`src/rtl/trace_capture.sv`:
```
// Circular trace buffer: records samples while armed and freezes a post-trigger window for random-access readout.
// Latency: a sample is visible to reads the cycle after its write; rd_data follows rd_addr by one clock.
// Backpressure: none; cap_valid is never stalled, and samples are dropped outside ARMED/POST. Optional data comparator: TRACE_CAPTURE_COMPARE_EN.
module trace_capture #(
    parameter  int DATA_W = 36,
    parameter  int DEPTH  = 64,
    localparam int ADDR_W = $clog2(DEPTH)
) (
    input  logic              clk,
    input  logic              reset,
    input  logic              arm,
    input  logic              cap_valid,
    input  logic [DATA_W-1:0] cap_data,
    input  logic              trigger,
    input  logic [ADDR_W-1:0] post_count,
    output logic              armed,
    output logic              done,
    output logic [ADDR_W:0]   count,
    output logic [ADDR_W-1:0] trig_pos,
`ifdef TRACE_CAPTURE_COMPARE_EN
    input  logic [DATA_W-1:0] cmp_value,
    input  logic [DATA_W-1:0] cmp_mask,
`endif
    input  logic [ADDR_W-1:0] rd_addr,
    output logic [DATA_W-1:0] rd_data
);

    typedef enum logic [1:0] {
        ST_IDLE  = 2'd0,
        ST_ARMED = 2'd1,
        ST_POST  = 2'd2,
        ST_DONE  = 2'd3
    } state_t;

    localparam logic [ADDR_W:0] COUNT_FULL = (ADDR_W+1)'(DEPTH);

    state_t            state;
    logic [ADDR_W-1:0] wr_ptr;
    logic [ADDR_W-1:0] trig_ptr;
    logic [ADDR_W-1:0] remaining;
    logic              trig_eff;
    logic              wr_en;
    logic [ADDR_W-1:0] base;
    logic [ADDR_W-1:0] rd_phys;
    logic [DATA_W-1:0] rd_raw;
    logic              rd_vld;

    logic [DATA_W-1:0] mem [DEPTH];

`ifdef TRACE_CAPTURE_COMPARE_EN
    logic int_trig;
    assign int_trig = cap_valid && ((cap_data & cmp_mask) == (cmp_value & cmp_mask))
                      && (cmp_mask != '0);
    assign trig_eff = trigger || int_trig;
`else
    assign trig_eff = trigger;
`endif

    assign wr_en = !reset && !arm && cap_valid && (state == ST_ARMED || state == ST_POST);

    // Once the buffer has wrapped, the oldest entry sits at the write pointer.
    assign base     = (count == COUNT_FULL) ? wr_ptr : '0;
    assign rd_phys  = base + rd_addr;
    assign trig_pos = trig_ptr - base;

    always_ff @(posedge clk) begin
        if (reset) begin
            state     <= ST_IDLE;
            wr_ptr    <= '0;
            count     <= '0;
            trig_ptr  <= '0;
            remaining <= '0;
            armed     <= 1'b0;
            done      <= 1'b0;
        end else if (arm) begin
            state     <= ST_ARMED;
            wr_ptr    <= '0;
            count     <= '0;
            trig_ptr  <= '0;
            remaining <= '0;
            armed     <= 1'b1;
            done      <= 1'b0;
        end else begin
            if (wr_en) begin
                wr_ptr <= wr_ptr + ADDR_W'(1);
                if (count != COUNT_FULL)
                    count <= count + (ADDR_W+1)'(1);
            end
            case (state)
                ST_ARMED: begin
                    if (cap_valid && trig_eff) begin
                        trig_ptr  <= wr_ptr;
                        remaining <= post_count;
                        if (post_count == '0) begin
                            state <= ST_DONE;
                            armed <= 1'b0;
                            done  <= 1'b1;
                        end else begin
                            state <= ST_POST;
                        end
                    end
                end
                ST_POST: begin
                    if (cap_valid) begin
                        remaining <= remaining - ADDR_W'(1);
                        if (remaining == ADDR_W'(1)) begin
                            state <= ST_DONE;
                            armed <= 1'b0;
                            done  <= 1'b1;
                        end
                    end
                end
                default: ;
            endcase
        end
    end

    // RAM kept free of reset so it maps onto a simple dual-port block RAM.
    always_ff @(posedge clk) begin
        if (wr_en)
            mem[wr_ptr] <= cap_data;
        rd_raw <= mem[rd_phys];
    end

    always_ff @(posedge clk) begin
        if (reset)
            rd_vld <= 1'b0;
        else
            rd_vld <= ({1'b0, rd_addr} < count);
    end

    assign rd_data = rd_vld ? rd_raw : '0;

endmodule
```
`config.mk`:
```
export PLATFORM = sky130hd
export DESIGN_NAME = trace_capture
export DESIGN_NICKNAME = d
export VERILOG_FILES = /design/src/rtl/trace_capture.sv
export SDC_FILE = /design/constraint.sdc
export NUM_CORES = 2
export LEC_CHECK = 0
export ABC_AREA = 1
export ABC_CLOCK_PERIOD_IN_PS = 5900
export CAP_MARGIN = 20
export CORE_MARGIN = 2
export CORE_UTILIZATION = 25
export DETAILED_ROUTE_END_ITERATION = 16
export PLACE_DENSITY = 0.48
export SLEW_MARGIN = 40
export SYNTH_ARGS = -nofsm -noshare
export SYNTH_HDL_FRONTEND = slang
export SYNTH_SLANG_ARGS = --single-unit
```
`constraint.sdc`:
```
create_clock -name clk -period 5.9 [get_ports clk]
set_clock_uncertainty 0.1 [all_clocks]
set_input_delay 0.885 -clock clk [delete_from_list [all_inputs] [get_ports clk]]
set_output_delay 0.885 -clock clk [all_outputs]
set_load 0.05 [all_outputs]
```
==> flow_metrics.tcl <==
set metrics [dict create \
    crit_required_ns 4.91 \
    max_freq_ghz 0.1892 \
    vdd_drop_max_uv 263.1 \
    dp.cells 15610 \
    ys_top_cells_by_count "nand2_1 (4,232), edfxtp_1 (2,304), inv_1 (1,471), nand3_1 (1,198), clkbuf_1 (368)" \
    ctsHoldBuffers 0 \
    core_area_mm2 0.4090 \
    multi_input_area_mm2 0.02513 \
    final_util_pct 29.35 \
    antenna_found_initial 31 \
    cts_max_level 4 \
    yosysMostFrequentCell "nand2_1" \
    grt_pass1_vias 66070 \
    synthDistinctLibCells 31 \
    initial_core_util_pct 25.08 \
    swShare_pct 23.10 \
    crit_type "reg2out" \
    netlist.area_leader.share_pct 67.45 \
    powerDensity_mw_per_mm2 302.3 \
    via_per_inst 4.296 \
    synth_area_mm2 0.1026 \
    worst_slew_pin_slew_ns 0.8751 \
    fp.dieW_um 644.6 \
    final-setup-viol-count 0 \
    gp_congestion 0.7684 \
    grt_usage_pct 15.32 \
    ys.flop_type "edfxtp_1" \
    drv_slew 0 \
    netlist_top_cells_area "edfxtp_1 (67%), nand2_1 (15%), nand3_1 (5.8%), inv_1 (5.4%), clkbuf_1 (1.3%)" \
    synth-edff-count 2304 \
    max-slew-margin-rel_pct 41.66 \
    numCtsBuffers 246 \
    min_from "trig_ptr[3]" \
    status "complete, no violations" \
    power.share.clock_pct 42.6 \
    area_growth_pct 17.04 \
    wirelength_um 324700 \
    dpl_cell_area_mm2 0.1121 \
    maxCapViolCount 0 \
    ys_ff_latch 2370 \
    clock-sinks 2370 \
    r2r_cells 19 \
    grt_start_max_net_pins 149 \
    num_rows 235 \
    nets 10490 \
    postCtsSetupRepairBufs 0 \
    internal-power_w 0.02791 \
    gr-total-overflow 0 \
    period_share_pct 89.59 \
    hpwl_um 175200 \
    cp-startpoint "count[0]" \
    stdcell_count 16080 \
    drt_first_pass_iters 6 \
    fin_crit_ns 5.286 \
    io_pins 104 \
    clock-root-buffer "clkbuf_16" \
    critPathMaxFanout 10 \
    grt_pass1_wl_um 471900 \
    postCtsResizedCells 0 \
    drt_iter0_markers 5650 \
    drive_gt1_share_pct 8.106 \
    vias 69070 \
    ys_seq_area_share_pct 68.74 \
    p_comb_share_pct 6.3 \
    clk_pin_slew_ns 0.06 \
    seqCellArea_mm2 0.07051 \
    cts_tree "yes" \
    hold_class "reg2reg" \
    p_sw_w 0.008387 \
    clk_latency_ns 0.91 \
    ant_nets 0 \
    whs_path_depth 2 \
    wl_per_cell_um 20.20 \
    die_h_um 644.6 \
    tns_ns 0 \
    yosys_warnings 0 \
    yosys.area.top_type "edfxtp_1" \
    power_w 0.03630 \
    seq_power_share_pct 51.1 \
    power_leakage_nw 49.87 \
    cts_buffer_depth 4 \
    syn_nets 10370 \
    nFillCells 42170 \
    synth-async-reset-ratio_pct 0 \
    rsz0062_at_grt "false" \
    syn_avg_cell_area_um2 9.968 \
    port_buffers 103 \
    dieArea_mm2 0.4154 \
    reg2reg_from "count[0]" \
    syn_inst 10290 \
    drc 0 \
    crit_path_start_kind "flop" \
    worstPathArrival_ns 4.30 \
    design_area_mm2 0.1201 \
    hold_violations 0 \
    crit_path_end_kind "output pin" \
]
[sequential cells by signal, summed over array words and instances, names as in the netlist]
register and count:
mem 2304, rd_raw 36, count 7, remaining 6
trig_ptr 6, wr_ptr 6, state 2, armed 1
done 1, rd_vld 1
[routing by layer]
metal / share of wire, % / GRT usage (%)
met1: 44 / 20.62
met2: 47 / 25.86
met3: 5.1 / 1.848
met4: 2.9 / 4.327
met5: 0.030 / 0
[area by class of cell]
class	count	share of cell area, %
diodes	7	0.01459
inverters	1474	4.627
multi-input cells	5940	20.93
clock buffers	361	5.766
repair buffers	384	3.495
well taps	5451	5.681
clock inverters	93	0.7483
flip-flops and latches	2370	58.73
[critical path: stages (launching register included)]
cell and delay (ns):
dfxtp_1 0.35, inv_1 0.11, ha_1 0.15, nand2_1 0.05
nor2_1 0.08, nand2_1 0.21, nor2_1 0.33, inv_1 0.13
ha_1 0.29, nand2_1 0.04, o21ai_0 0.28, nand2_1 0.08
nand2_1 0.06, a21oi_1 0.06, xor2_1 0.26, clkdlybuf4s50_1 0.87
[kinds of logic (layout without fill, tap and decap cells)]
family	Yosys count	in the layout	synth area share [%]
buf+inv	1981	2312	7.326
flops	2370	2370	68.74
simple gates	5820	5820	23.10
xor+xnor	11	11	0.1012
compound gates	85	85	0.4306
other cells	0	7	0
fa+ha+maj	24	24	0.3074
[placed cells by master, fill, tap and decap left out, types with 3 or more instances in the layout]
| cell type | synthesis | routed |
|---|---|---|
| nand2_1 | 4232 | 4230 |
| edfxtp_1 | 2304 | 2304 |
| inv_1 | 1471 | 1471 |
| nand3_1 | 1198 | 1196 |
| clkbuf_16 | 0 | 251 |
| nor2_1 | 249 | 187 |
| buf_4 | 0 | 182 |
| or2_2 | 124 | 124 |
| buf_12 | 0 | 95 |
| clkbuf_1 | 368 | 86 |
| clkdlybuf4s50_1 | 0 | 67 |
| dfxtp_1 | 66 | 65 |
| nor2_4 | 0 | 62 |
| o21ai_0 | 42 | 41 |
| clkinv_2 | 0 | 39 |
| a21oi_1 | 35 | 35 |
| buf_2 | 63 | 33 |
| clkinv_1 | 0 | 27 |
| clkbuf_8 | 0 | 25 |
| ha_1 | 22 | 21 |
| bufinv_16 | 0 | 17 |
| diode_2 | 0 | 7 |
| buf_6 | 0 | 6 |
| xor2_1 | 6 | 5 |
| nand4_1 | 5 | 5 |
| nor3_1 | 7 | 5 |
| inv_8 | 0 | 3 |
| inv_6 | 0 | 3 |
| clkinv_4 | 0 | 3 |
| clkinvlp_4 | 0 | 3 |
[worst paths after layout]
path | endpoint | slack (ns)
worst max-delay path | trig_pos[5] | 0.61
worst min register to register | trig_ptr[3] | 0.36
worst max register to register | rd_raw[30] | 1.27
worst min-delay path | trig_ptr[3] | 0.36
[power by group through the flow]
stage / registers [W] / logic (W) / clock network [W]
3_5_place_dp: 0.0189 / 0.00228 / 0
4_1_cts: 0.0186 / 0.00229 / 0.0158
6_report: 0.0186 / 0.00227 / 0.0155
3_3_place_gp: 0.0189 / 0.00228 / 0
5_1_grt: 0.0186 / 0.00252 / 0.0164
2_1_floorplan: 0.0189 / 0.00123 / 0
[per-stage QoR]
stage	worst slack [ns]	hold WS, ns
6_report	0.6143	0.3571
5_1_grt	0.2471	0.3459
4_1_cts	0.5272	0.3632
3_5_place_dp	0.9077	0.3483
3_3_place_gp	0.9726	0.3450
2_1_floorplan	1.208	0.3281
(Power assumes the default switching activity.)
